===== src/rtl/compare_update_scheduler_if.sv =====
// compare_update_scheduler_if
//   Bundles the two requester handshakes (modulator stream, host bus) and the
//   compare-unit shadow-write port of the compare update scheduler.
//
//   Signals:
//     mod_valid/mod_ready/mod_data/mod_last   modulator beat handshake
//     host_valid/host_ready/host_address/host_data  host single-write handshake
//     cu_we/cu_address/cu_data                compare-unit shadow write
//
//   Modports:
//     master  requester / compare-unit side (drives requests, observes writes)
//     slave   the scheduler itself
interface compare_update_scheduler_if #(
  parameter int COUNTER_WIDTH = 16
);
  logic                     mod_valid;
  logic                     mod_ready;
  logic [COUNTER_WIDTH-1:0] mod_data;
  logic                     mod_last;

  logic                     host_valid;
  logic                     host_ready;
  logic [2:0]               host_address;
  logic [COUNTER_WIDTH-1:0] host_data;

  logic                     cu_we;
  logic [2:0]               cu_address;
  logic [COUNTER_WIDTH-1:0] cu_data;

  modport master (
    output mod_valid, mod_data, mod_last,
    output host_valid, host_address, host_data,
    input  mod_ready, host_ready,
    input  cu_we, cu_address, cu_data
  );

  modport slave (
    input  mod_valid, mod_data, mod_last,
    input  host_valid, host_address, host_data,
    output mod_ready, host_ready,
    output cu_we, cu_address, cu_data
  );
endinterface


===== src/rtl/compare_update_scheduler.sv =====
// compare_update_scheduler
//   Arbitrates compare-threshold updates from the modulator (6-beat sets) and
//   the host bus (single writes) onto the compare unit's shadow-write port,
//   and issues the period-aligned reload strobe once a complete set sits in
//   the shadow registers.
//
//   Ports:
//     clock            system clock
//     reset            synchronous, active-low
//     counter_stopped  carrier counter halted (no reloads, no pending sets)
//     period_event     one-cycle pulse at the carrier period boundary
//     flags_clear      clears the sticky overrun / protocol_error flags
//     bus              requester handshakes and compare-unit write port
//     reload_compare   one-cycle working-register reload strobe
//     set_pending      complete set in shadow, awaiting reload
//     overrun          sticky: a set completed while another was pending
//     protocol_error   sticky: mod_last position mismatch
module compare_update_scheduler #(
  parameter int COUNTER_WIDTH = 16
) (
  input  logic                         clock,
  input  logic                         reset,
  input  logic                         counter_stopped,
  input  logic                         period_event,
  input  logic                         flags_clear,
  compare_update_scheduler_if.slave    bus,
  output logic                         reload_compare,
  output logic                         set_pending,
  output logic                         overrun,
  output logic                         protocol_error
);

  typedef enum logic [0:0] {
    IDLE      = 1'b0,
    MOD_BURST = 1'b1
  } state_t;

  localparam logic [2:0] LAST_BEAT = 3'd5;

  state_t                   state_q, state_d;
  logic [2:0]               beat_q, beat_d;
  logic                     last_host_q, last_host_d;
  logic                     mod_ready_c, host_ready_c;
  logic                     mod_fire, host_fire;
  logic                     set_done, set_abort;
  logic                     set_done_q;
  logic                     cu_we_q;
  logic [2:0]               cu_address_q;
  logic [COUNTER_WIDTH-1:0] cu_data_q;

  // Ready depends only on state, the valids and the last winner. A modulator
  // set in progress owns the port; in IDLE a tie goes to whoever lost last.
  // Both readies are held low while reset is asserted.
  always_comb begin
    mod_ready_c  = 1'b0;
    host_ready_c = 1'b0;
    if (reset) begin
      case (state_q)
        IDLE: begin
          mod_ready_c  = bus.mod_valid && (!bus.host_valid || last_host_q);
          host_ready_c = bus.host_valid && !(bus.mod_valid && last_host_q);
        end
        MOD_BURST: begin
          mod_ready_c = 1'b1;
        end
        default: begin
          mod_ready_c  = 1'b0;
          host_ready_c = 1'b0;
        end
      endcase
    end
  end

  assign mod_fire  = bus.mod_valid && mod_ready_c;
  assign host_fire = bus.host_valid && host_ready_c;

  // Beat sequencing: a beat carrying mod_last before beat 5, or beat 5
  // without mod_last, aborts the set. Aborted beats are still written.
  always_comb begin
    state_d     = state_q;
    beat_d      = beat_q;
    last_host_d = last_host_q;
    set_done    = 1'b0;
    set_abort   = 1'b0;
    if (mod_fire) begin
      last_host_d = 1'b0;
      if (beat_q == LAST_BEAT) begin
        beat_d  = 3'd0;
        state_d = IDLE;
        if (bus.mod_last) begin
          set_done = 1'b1;
        end else begin
          set_abort = 1'b1;
        end
      end else if (bus.mod_last) begin
        beat_d    = 3'd0;
        state_d   = IDLE;
        set_abort = 1'b1;
      end else begin
        beat_d  = beat_q + 3'd1;
        state_d = MOD_BURST;
      end
    end else if (host_fire) begin
      last_host_d = 1'b1;
    end
  end

  // set_done is delayed one cycle so set_pending only rises once the final
  // shadow write has actually been presented to the compare unit.
  always_ff @(posedge clock) begin
    if (!reset) begin
      state_q        <= IDLE;
      beat_q         <= 3'd0;
      last_host_q    <= 1'b1;
      cu_we_q        <= 1'b0;
      cu_address_q   <= 3'd0;
      cu_data_q      <= '0;
      set_done_q     <= 1'b0;
      reload_compare <= 1'b0;
      set_pending    <= 1'b0;
      overrun        <= 1'b0;
      protocol_error <= 1'b0;
    end else begin
      state_q     <= state_d;
      beat_q      <= beat_d;
      last_host_q <= last_host_d;
      cu_we_q     <= mod_fire || host_fire;
      if (mod_fire) begin
        cu_address_q <= beat_q;
        cu_data_q    <= bus.mod_data;
      end else if (host_fire) begin
        cu_address_q <= bus.host_address;
        cu_data_q    <= bus.host_data;
      end
      set_done_q     <= set_done;
      reload_compare <= set_pending && period_event && !counter_stopped;

      // A period_event seen while set_pending is still low is ignored, so a
      // set completing in the same cycle waits for the next boundary.
      if (counter_stopped) begin
        set_pending <= 1'b0;
      end else if (set_pending && period_event) begin
        set_pending <= 1'b0;
      end else if (set_done_q) begin
        set_pending <= 1'b1;
      end

      // Error events take priority over a simultaneous flags_clear.
      if (set_done_q && set_pending && !counter_stopped) begin
        overrun <= 1'b1;
      end else if (flags_clear) begin
        overrun <= 1'b0;
      end

      if (set_abort) begin
        protocol_error <= 1'b1;
      end else if (flags_clear) begin
        protocol_error <= 1'b0;
      end
    end
  end

  assign bus.mod_ready  = mod_ready_c;
  assign bus.host_ready = host_ready_c;
  assign bus.cu_we      = cu_we_q;
  assign bus.cu_address = cu_address_q;
  assign bus.cu_data    = cu_data_q;

endmodule


===== src/flat_wrapper.sv =====
// flat-port wrapper written by rule: the top's interface ports become plain ports
module compare_update_scheduler_flat 
#(
  parameter int COUNTER_WIDTH = 16
)
  (clock, reset, counter_stopped, period_event, flags_clear, reload_compare, set_pending, overrun, protocol_error, bus_mod_valid, bus_mod_data, bus_mod_last, bus_host_valid, bus_host_address, bus_host_data, bus_mod_ready, bus_host_ready, bus_cu_we, bus_cu_address, bus_cu_data);
  compare_update_scheduler_if #(.COUNTER_WIDTH(COUNTER_WIDTH)) bus_i ();
  input  logic clock;
  input  logic reset;
  input  logic counter_stopped;
  input  logic period_event;
  input  logic flags_clear;
  output logic reload_compare;
  output logic set_pending;
  output logic overrun;
  output logic protocol_error;
  input wire logic [$bits(bus_i.mod_valid)-1:0] bus_mod_valid;
  input wire logic [$bits(bus_i.mod_data)-1:0] bus_mod_data;
  input wire logic [$bits(bus_i.mod_last)-1:0] bus_mod_last;
  input wire logic [$bits(bus_i.host_valid)-1:0] bus_host_valid;
  input wire logic [$bits(bus_i.host_address)-1:0] bus_host_address;
  input wire logic [$bits(bus_i.host_data)-1:0] bus_host_data;
  output wire logic [$bits(bus_i.mod_ready)-1:0] bus_mod_ready;
  output wire logic [$bits(bus_i.host_ready)-1:0] bus_host_ready;
  output wire logic [$bits(bus_i.cu_we)-1:0] bus_cu_we;
  output wire logic [$bits(bus_i.cu_address)-1:0] bus_cu_address;
  output wire logic [$bits(bus_i.cu_data)-1:0] bus_cu_data;
  assign bus_i.mod_valid = bus_mod_valid;
  assign bus_i.mod_data = bus_mod_data;
  assign bus_i.mod_last = bus_mod_last;
  assign bus_i.host_valid = bus_host_valid;
  assign bus_i.host_address = bus_host_address;
  assign bus_i.host_data = bus_host_data;
  assign bus_mod_ready = bus_i.mod_ready;
  assign bus_host_ready = bus_i.host_ready;
  assign bus_cu_we = bus_i.cu_we;
  assign bus_cu_address = bus_i.cu_address;
  assign bus_cu_data = bus_i.cu_data;
  compare_update_scheduler #(.COUNTER_WIDTH(COUNTER_WIDTH)) u_core (.clock(clock), .reset(reset), .counter_stopped(counter_stopped), .period_event(period_event), .flags_clear(flags_clear), .bus(bus_i), .reload_compare(reload_compare), .set_pending(set_pending), .overrun(overrun), .protocol_error(protocol_error));
endmodule

===== config.mk =====
export PLATFORM = sky130hd
export DESIGN_NAME = compare_update_scheduler_flat
export DESIGN_NICKNAME = d
export VERILOG_FILES = /design/src/rtl/compare_update_scheduler_if.sv /design/src/rtl/compare_update_scheduler.sv /design/src/flat_wrapper.sv
export SDC_FILE = /design/constraint.sdc
export NUM_CORES = 1
export LEC_CHECK = 0
export CORE_MARGIN = 2
export CORE_UTILIZATION = 37
export CTS_CLUSTER_SIZE = 25
export DETAILED_ROUTE_END_ITERATION = 12
export PLACE_DENSITY = 0.73
export SLEW_MARGIN = 30
export SYNTH_ARGS = -nofsm -noshare
export SYNTH_HDL_FRONTEND = slang
export SYNTH_SLANG_ARGS = --single-unit

===== constraint.sdc =====
create_clock -name clock -period 1.3 [get_ports clock]
set_clock_uncertainty 0.05 [all_clocks]
set_input_delay 0.325 -clock clock [delete_from_list [all_inputs] [get_ports clock]]
set_output_delay 0.325 -clock clock [all_outputs]
set_load 0.005 [all_outputs]

==> Word level (Yosys, flattened, before mapping) <==
Cells that the tools add are included.
{ "word_totals": {"register_bits": 30, "latchBits": 0, "mem_bits_rw": 0, "romBits": 0, "n_memories": 0} }
{ "op_classes": {"n_addsub": 1, "mul": 0, "div_mod_pow": 0, "magnitude_cmp": 0, "eq_ne": 1, "shifts": 0, "mux": 20, "bitwise_logic": 2, "reduce_logical": 19} }
{ "op_table": {"columns": ["cell", "count"], "rows": [
  ["16-bit two-way mux", 2],
  ["1-bit two-way mux", 13],
  ["3-bit two-way mux", 4],
  ["1-bit logical AND", 9],
  ["2-bit nonzero test", 3],
  ["3-bit by 1-bit adder with 3-bit output, second input constant", 1],
  ["3-bit equality test, second input constant", 1],
  ["1-bit logical NOT", 3],
  ["3-bit AND reduction", 1],
  ["3-bit OR reduction", 1],
  ["1-bit logical OR", 2],
  ["1-bit NOT", 2],
  ["1-bit case mux with 2 select lines", 1]
]} }

==> Longest topological paths before layout <==
Gate-level depths: netlist (run 1).
{ "logic_depth": {"depth_word": 8, "mapped_depth": 6} }

==> Worst setup path after synthesis (run 1) <==
Ideal clock, no wire load.
{ "synth_path": {"path_kind": "input -> output", "startpoint": "in bus_mod_valid", "endpoint": "out bus_host_ready", "arrival_time_ns": 1.019, "path_slack_ns": -0.094, "stages": 5, "path_buffers": 3, "path_cell_list": "buf_4 and2_1 buf_2 buf_2 nor2_1"} }
{ "synth_between": {"elab_chain_len": 5} }
{ "synth_rtl": {"columns": ["item", "line_no", "text"], "rows": [
  ["from (decl)", "flat_wrapper.sv:17", "input wire logic [$bits(bus_i.mod_valid)-1:0] bus_mod_valid;"],
  ["1-bit logical AND", "compare_update_scheduler.sv:61", "host_ready_c = bus.host_valid && !(bus.mod_valid && last_host_q);"],
  ["1-bit logical NOT", "compare_update_scheduler.sv:61", null],
  ["1-bit logical AND", "compare_update_scheduler.sv:61", null],
  ["1-bit two-way mux", "compare_update_scheduler.sv:58", "case (state_q)"],
  ["1-bit two-way mux", "compare_update_scheduler.sv:57", "if (reset) begin"],
  ["to (decl)", "flat_wrapper.sv:24", "output wire logic [$bits(bus_i.host_ready)-1:0] bus_host_ready;"]
]} }
Every way passes these cells.

==> Final worst setup path (run 1) <==
{ "layout_path": {"startpoint": "reg u_core.state_q", "endpoint": "out bus_host_ready"} }
{ "layout_between": {"elab_chain_len": 2} }
{ "layout_rtl": {"columns": ["item", "line_no", "text"], "rows": [
  ["from (decl)", "compare_update_scheduler.sv:40", "state_t state_q, state_d;"],
  ["from (signal assigned)", "compare_update_scheduler.sv:124", "state_q <= state_d;"],
  ["1-bit two-way mux", "compare_update_scheduler.sv:58", null],
  ["1-bit two-way mux", "compare_update_scheduler.sv:57", null]
]} }
Every way passes these cells.

==> results.md, run 1 <==
- Cells after Synth: 169
- Post-synthesis cell type count: 38
- Highest Clock Rate: 700.6 MHz
- CTS tree: built
- GRT Total Usage: 0.2202
- Leak: 1.096 nW
- Clk Latency, worst-skew pair: 280 ps
- Largest family of logic cells by synthesized area: compound AO/OA/AOI/OAI gates
- Avg WL per Cell: 14.90 um
- Startpoint Class: flip-flop
- Post-synthesis mux area share: 0
- Post-synthesis sequential area ratio: 0.4075
- Starting Density: 0.3937
- Die Ht: 67.12 um
- Synth Area in Adders: 0.02547
- Type of element capturing the critical path: output port
- Routed via count: 1696
- EDFF count, synth: 0
- Post-DP HPWL: 3281 um
- Synth Area in Compound Gates: 0.2980
- Grt ovf: 0
- Post-Synth Simple-Gate Area: 0.1842
- Sequential power share: 0.400
- ANT nets after route: 0
- Area Growth Syn to Fin: 79.46%
- Clk slew on worst S/H paths: 60 ps
- DR DRC count: 0
- Cts bufs inserted: 5
- CTS Root Cell: clkbuf_8
- Register area: 611.8 um^2
- XOR/XNOR Fraction of Synth Area: 0
- Initial antenna violation count: 0
- Top post-synthesis cells by area: dfxtp_1 41%, o31ai_1 8.7%, a31oi_1 7.2%
- Period utilisation layout: 1.098
- Switching Power: 0.0006376 W
- Internal cell power: 0.001883 W
- FILL cells: 316
- Critical Path Fanout Max: 3
- Sw frac: 0.2530
- Slew HR: 0.7849
- HP Start: u_core.bus.cu_data[13]
- Worst setup margin: -127.4 ps
- Maximum vdd drop: 0.5145 mV
- Worst slew pin tran: 322.4 ps
- WP data required: 930 ps
- Layout net count: 312
- Worst path arrival time: 1050 ps
- Final Max Slew Viols: 0
- Final setup viols: 25
- First-pass GRT wire length: 7424 um
- Hold WS: 442.0 ps
- Clk sinks: 30
- Min-Delay Path Depth: 2
- Worst hold path type: flip-flop to flip-flop
- Vias per inst: 5.384
- R2R Path Start: u_core.last_host_q
- Post-Syn Area per Cell: 8.721 um^2
- Pwr Density: 952.8 nW/um^2
- Unrepaired setup endpoints after global routing: true
- Multi-input gate area: 872.1 um^2
- Diodes inserted: 0
- Clock network fraction of total power: 0.366
- I/O Buffers: 68
- R2R depth: 5
- Async set-reset flop share out of synthesis: 0
- Bufs on Longest Clock Path: 2
- Post-Syn Area: 1474 um^2
- Final min period: 1427 ps
- # Max-Cap Violations: 0
- Share of post-route cells with drive strength above 1: 0.3034
- #FFs+latches synth: 30
- FF-to-FF setup slack: -120 ps
- WL final: 4694 um
- Worst slack, placed: -747.0 ps
- Largest net degree at the start of global routing: 20
- Leading area contributor after synthesis: dfxtp_1
- Num ports: 69
- DR pass1 iterations: 6
- R2r endpoint: u_core.bus.cu_data[2]
- Die area: 4504 um^2
- Gpl congestion: 0.7504
- Ys Warns: 0
- Prevailing post-synth register cell: dfxtp_1
- Setup CP Type: flip-flop to output port
- Number of global-route vias before repair: 1685
- Final hold vios: 0
- Failing checks: setup timing
- First DRT Iteration DRCs: 77
- Share of the synthesized area in the top cell type: 0.4075
- Status: complete, but fails checks
- Core box area: 3744 um^2
- Max H-tree Level: 2
- Mapped Nets: 215
- Core Rows: 22
- Hold Path End: u_core.bus.cu_data[13]
- Die W: 67.12 um
- Combinational power share: 0.234
## final cells by class
class,instances,share of cell area
clock buffers,5,0.02602
well taps,48,0.02271
flip-flops and latches,30,0.2313
inverters,6,0.008515
multi-input cells,117,0.3297
clock inverters,3,0.01514
repair buffers,106,0.3666
## repair_timing
action | in CTS | in global routing
setup buffers | 7 | 1
endpoints found under the setup margin | 51 | 27
resized for setup | 62 | 10
hold buffers | 0 | 0
pin swaps | 10 | 4
gates cloned | 0 | 0
## power groups by stage
stage	clock (W)	combinational [W]	sequential, W
detailed placement	0	0.000564	0.00102
global route	0.000982	0.000635	0.00101
finish	0.000923	0.000590	0.00101
global placement	0	0.000557	0.00102
CTS	0.000928	0.000565	0.00101
floorplan	0	0.000220	0.00103
## metal layers
metal | wire length (um) | track usage | up-vias
li1 | - | - | 834
met1 | 1835 | 0.2379 | 791
met2 | 2457 | 0.4084 | 64
met3 | 325 | 0.06250 | 7
met4 | 75 | 0.07143 | 0
met5 | 0 | 0 | -
## cell families (layout without fill, tap and decap cells)
kind of cell / Yosys count / count (layout)
flip-flops: 30 / 30
buffers and inverters: 22 / 120
AO/OA/AOI/OAI: 67 / 67
adder cells (fa/ha/maj): 3 / 3
AND/OR/NAND/NOR: 47 / 47
## metrics by stage
step	power [W]	TNS [ps]	std cells	utilization	instance area [um^2]
CTS	0.002499	-1914	314	0.6915	2589
global route	0.002630	-3978	315	0.7066	2645
global placement	0.001581	-16280	299	0.6367	2384
finish	0.002520	-2384	315	0.7066	2645
detailed placement	0.001587	-16950	299	0.6367	2384
floorplan	0.001250	-5.727	169	-	1519
## critical path, cell delays in order (launching register included)
cell and delay, ps:
dfxtp_2 340, nand3b_1 210, nor2_4 130, buf_6 100
## sequential cells by signal, summed over array words and instances, names as in the netlist
register               cells
u_core.beat_q              3
u_core.bus.cu_address      3
u_core.bus.cu_data        16
u_core.bus.cu_we           1
u_core.last_host_q         1
u_core.overrun             1
u_core.protocol_error      1
u_core.reload_compare      1
u_core.set_done_q          1
u_core.set_pending         1
u_core.state_q             1
## worst max-delay path by stage
| stage | to | cells after the start | start | slack (ps) |
|---|---|---|---|---|
| floorplan | u_core.beat_q[0] | 5 | u_core.beat_q[1] | -6 |
| global placement | bus_host_ready | 4 | reset | -730 |
| detailed placement | bus_host_ready | 4 | reset | -750 |
| CTS | bus_host_ready | 3 | u_core.state_q | -120 |
| global route | u_core.bus.cu_data[7] | 5 | u_core.last_host_q | -190 |
| finish | bus_host_ready | 3 | u_core.state_q | -130 |
## placed cells by master (no fill, tap or decap), types with 8 or more instances in the layout
master,instances
clkdlybuf4s50_1,38
buf_4,30
dlygate4sd2_1,26
dfxtp_1,21
nand3_1,18
o21ai_0,17
o31ai_1,15
a31oi_1,15
dfxtp_2,9
buf_6,8
## cells in the mapped netlist, types with 2 or more instances
cell	count
nand2_1	4
clkbuf_1	3
and2_1	2
o31ai_1	17
inv_1	6
nor3b_1	5
nor3_1	2
nand2b_1	2
o31a_1	2
nand3_1	18
dfxtp_1	30
o21ai_0	19
o21a_1	2
buf_2	6
buf_4	3
ha_1	3
a31oi_1	17
nor2_1	3
and3_1	2
nor2b_1	3
buf_6	3
Power figures use the tool's default switching activity.
==> run 2, diff against run 1 <==
--- a/config.mk
+++ b/config.mk
@@ -9,6 +9,7 @@
 export CORE_UTILIZATION = 37
 export CTS_CLUSTER_SIZE = 25
 export DETAILED_ROUTE_END_ITERATION = 12
+export HOLD_SLACK_MARGIN = 0.06
 export PLACE_DENSITY = 0.73
 export SLEW_MARGIN = 30
 export SYNTH_ARGS = -nofsm -noshare
==> results of run 2 <==
Same layout as run 1: the final DEF is identical, and so are final timing and power.
==> variant (config.mk and constraints of run 1) <==
Put one more register stage on the output `protocol_error`, cleared by the reset. The value now appears one clock later. The other outputs are not delayed to match.
--- a/src/rtl/compare_update_scheduler.sv
+++ b/src/rtl/compare_update_scheduler.sv
@@ -38,2 +38,4 @@
   localparam logic [2:0] LAST_BEAT = 3'd5;
+
+  logic protocol_error_s0;
 
@@ -121,3 +123,3 @@
       overrun        <= 1'b0;
-      protocol_error <= 1'b0;
+      protocol_error_s0 <= 1'b0;
     end else begin
@@ -155,5 +157,5 @@
       if (set_abort) begin
-        protocol_error <= 1'b1;
+        protocol_error_s0 <= 1'b1;
       end else if (flags_clear) begin
-        protocol_error <= 1'b0;
+        protocol_error_s0 <= 1'b0;
       end
@@ -168,2 +170,10 @@
 
+  always_ff @(posedge clock) begin
+    if (!reset) begin
+      protocol_error <= '0;
+    end else begin
+      protocol_error <= protocol_error_s0;
+    end
+  end
+
 endmodule
Check against the original RTL: not equivalent (Yosys sat finds a counterexample within 4 cycles, from zero or initial values and one cycle with reset low).
==> variant against run 1 <==
The flow still finishes with violations (setup timing); register-to-register slack got worse by 0.096 ns; maximum frequency fell by 5.9%; global-route usage fell by 0.31 points; sequential cell count rose by 1; synthesized area rose by 20%; count of clock-buffer cells in the layout rose by 1; setup slack got worse by 0.089 ns; power fell by 2.6%; combinational power rose by 10%; final area rose by 11%; wire length rose by 19%; critical path type is now reg -> reg.
==> variant: results (changes against run 1) <==
Yosys
  • Largest cells by area after synthesis: dfxtp_1, a22o_1, o31a_1
  • Commonest cells post-synth: dfxtp_1, nand2_1, nor3_1
  • Syn nets: 254 (+18%)
  • Post-synth ARST share: 0 (unchanged)
  • Post-synthesis sequential area ratio: 0.351 (-0.0564)
  • Yosys Warn Count: 0 (unchanged)
  • Yosys cell types: 29 (-24%)
  • Post-synth EDFFs: 0 (unchanged)

Placement
  • HPWL after detailed placement: 3450 µm (+5.3%)
  • I/O Buffers: 68 (unchanged)
  • Final Wtd Congestion: 0.785 (+4.6%)

Global routing
  • Antenna violations before repair: 0 (unchanged)
  • Vias in the first global route: 1858 (+10%)
  • GRT busiest layer: met2
  • Grt met3 use: 0.0497 (-0.0128)
  • Largest net degree at the start of global routing: 22 (+10%)
  • GRT met2 Usage: 0.366 (-0.0420)
  • First-pass GRT wire length: 9000 µm (+21%)
  • Grt met1 use: 0.269 (+0.0312)
  • Total GRT Usage: 0.217 (-0.00308)

Setup path
  • Critical path fanouts, max: 7 (+4)
  • Worst EP arrival: 1.68 ns (+0.63 ns)
  • CP top delay family: simple AND/OR/NAND/NOR gates
  • CP max stage delay: 0.49 ns (+0.15 ns)
  • CP max stage cell: or4_4

Finish
  • Largest register FFs: 16 (unchanged)
  • Layout cells sized above 1: 0.299 (-0.00471)
  • Antenna diodes: 0 (unchanged)
  • Final #Nets: 344 (+10%)
  • Fillers: 398 (+26%)

Status
  • Failing checks: setup timing
  • Status: finished, violations left

Timing
  • Final setup viols: 26 (+4.0%)
  • Relative slew margins: 0.755 (-0.0296)
  • Setup TNS: -3.25 ns (-0.867 ns)
  • Final hold vios: 0 (unchanged)
  • Post-route setup slack: -0.216 ns (-0.0891 ns)

Worst hold path
  • HP Class: reg -> reg

Clock tree
  • H-Tree Depth: 2 (unchanged)
  • Clk slew on worst S/H paths: roughly 0.070 ns
  • Sink Count: 31 (+3.3%)
  • Clock Tree Buf Depth: 2 (unchanged)
  • Root Driver: clkbuf_8
  • Worst skew pair latency: 0.28 ns (about the same)
  • Number of CTS-inserted buffers: 5 (unchanged)

Detailed routing
  • Drt pass-1 iters: 4 (-2)
  • DR iter-0 viols: 120 (+56%)
  • Total Wirelength: 5600 µm (+19%)
  • Routed vias/inst: 5.42 (+0.73%)

Pwr
  • Maximum vdd drop: 0.451 mV (-12%)
  • LEAKAGE: 1.25 nW (+14%)
## variant: cell count changes after synthesis, moves of 4 or more
| cell | run 1 | this run |
|---|---|---|
| o21ai_0 | 19 | 2 |
| o31ai_1 | 17 | 0 |
| o31a_1 | 2 | 19 |
| nand2_1 | 4 | 21 |
| a22o_1 | 0 | 19 |
| nand3_1 | 18 | 0 |
| nor2b_1 | 3 | 19 |
| nor3_1 | 2 | 21 |
| nor3b_1 | 5 | 20 |
| nor2_1 | 3 | 7 |
| a31oi_1 | 17 | 0 |
## variant: timing repair
action	4_1_cts	5_1_grt
cloned	2	0
setup endpoints to repair	52	27
setup buffers	7	2
resized for setup	79	12
pin swaps	12	13
## variant: stage by stage
| step | setup slack, ns | std cells | instance area [µm²] | power [mW] | hold slack (ns) |
|---|---|---|---|---|---|
| 6_report | -0.216 | 352 | 2930 | 2.45 | 0.396 |
| 5_1_grt | -0.240 | 352 | 2930 | 2.56 | 0.427 |
| 4_1_cts | -0.212 | 353 | 2930 | 2.47 | 0.400 |
| 3_5_place_dp | -0.739 | 337 | 2640 | 1.65 | 0.394 |
| 3_3_place_gp | -0.746 | 337 | 2640 | 1.65 | 0.389 |
| 2_1_floorplan | -0.0232 | 208 | 1810 | 1.34 | 0.379 |
## variant: layout make-up
type	instances	share of cell area
tap	54	0.0231
timing repair buffer	102	0.330
sequential	31	0.219
multi-input combinational	154	0.392
clock inverter	1	0.00171
clock buffer	6	0.0282
inverter	4	0.00512
## variant: path summary, 6_finish.rpt
path,start,depth (start not counted),slack [ns],end
setup / recovery,u_core.last_host_q,6,-0.22,u_core.beat_q[1]
hold / removal,u_core.overrun,2,0.40,u_core.overrun
setup reg to reg,u_core.last_host_q,6,-0.22,u_core.beat_q[1]
hold reg to reg,u_core.overrun,2,0.40,u_core.overrun
## variant: logic make-up after synthesis
family | count (synthesis) | synth area share
buffers and inverters | 23 | 0.0694
adders and majority gates | 3 | 0.0212
and+or+nand+nor | 101 | 0.331
AOI/OAI and AO/OA | 50 | 0.227
DFF | 31 | 0.351
## variant: worst reg2reg max path, cell delays in order (launching register included)
cell	delay [ns]
dfxtp_2	0.36
buf_6	0.11
nor3b_4	0.04
buf_6	0.14
buf_4	0.14
or4_4	0.49
a21oi_2	0.14
## variant: per-layer routing
| metal | up-vias | routed length (µm) |
|---|---|---|
| met5 | - | 0 |
| met4 | 0 | 100 |
| met3 | 11 | 326 |
| met2 | 69 | 2710 |
| met1 | 895 | 2470 |
| li1 | 934 | - |
## variant: power breakdown
group | switching, mW | total [mW] | leakage (nW) | internal (mW)
Clock | 0.343 | 0.758 | 0.0470 | 0.414
Sequential | 0.0370 | 1.05 | 0.260 | 1.01
Combinational | 0.267 | 0.651 | 0.939 | 0.383
Total | 0.648 | 2.45 | 1.25 | 1.81
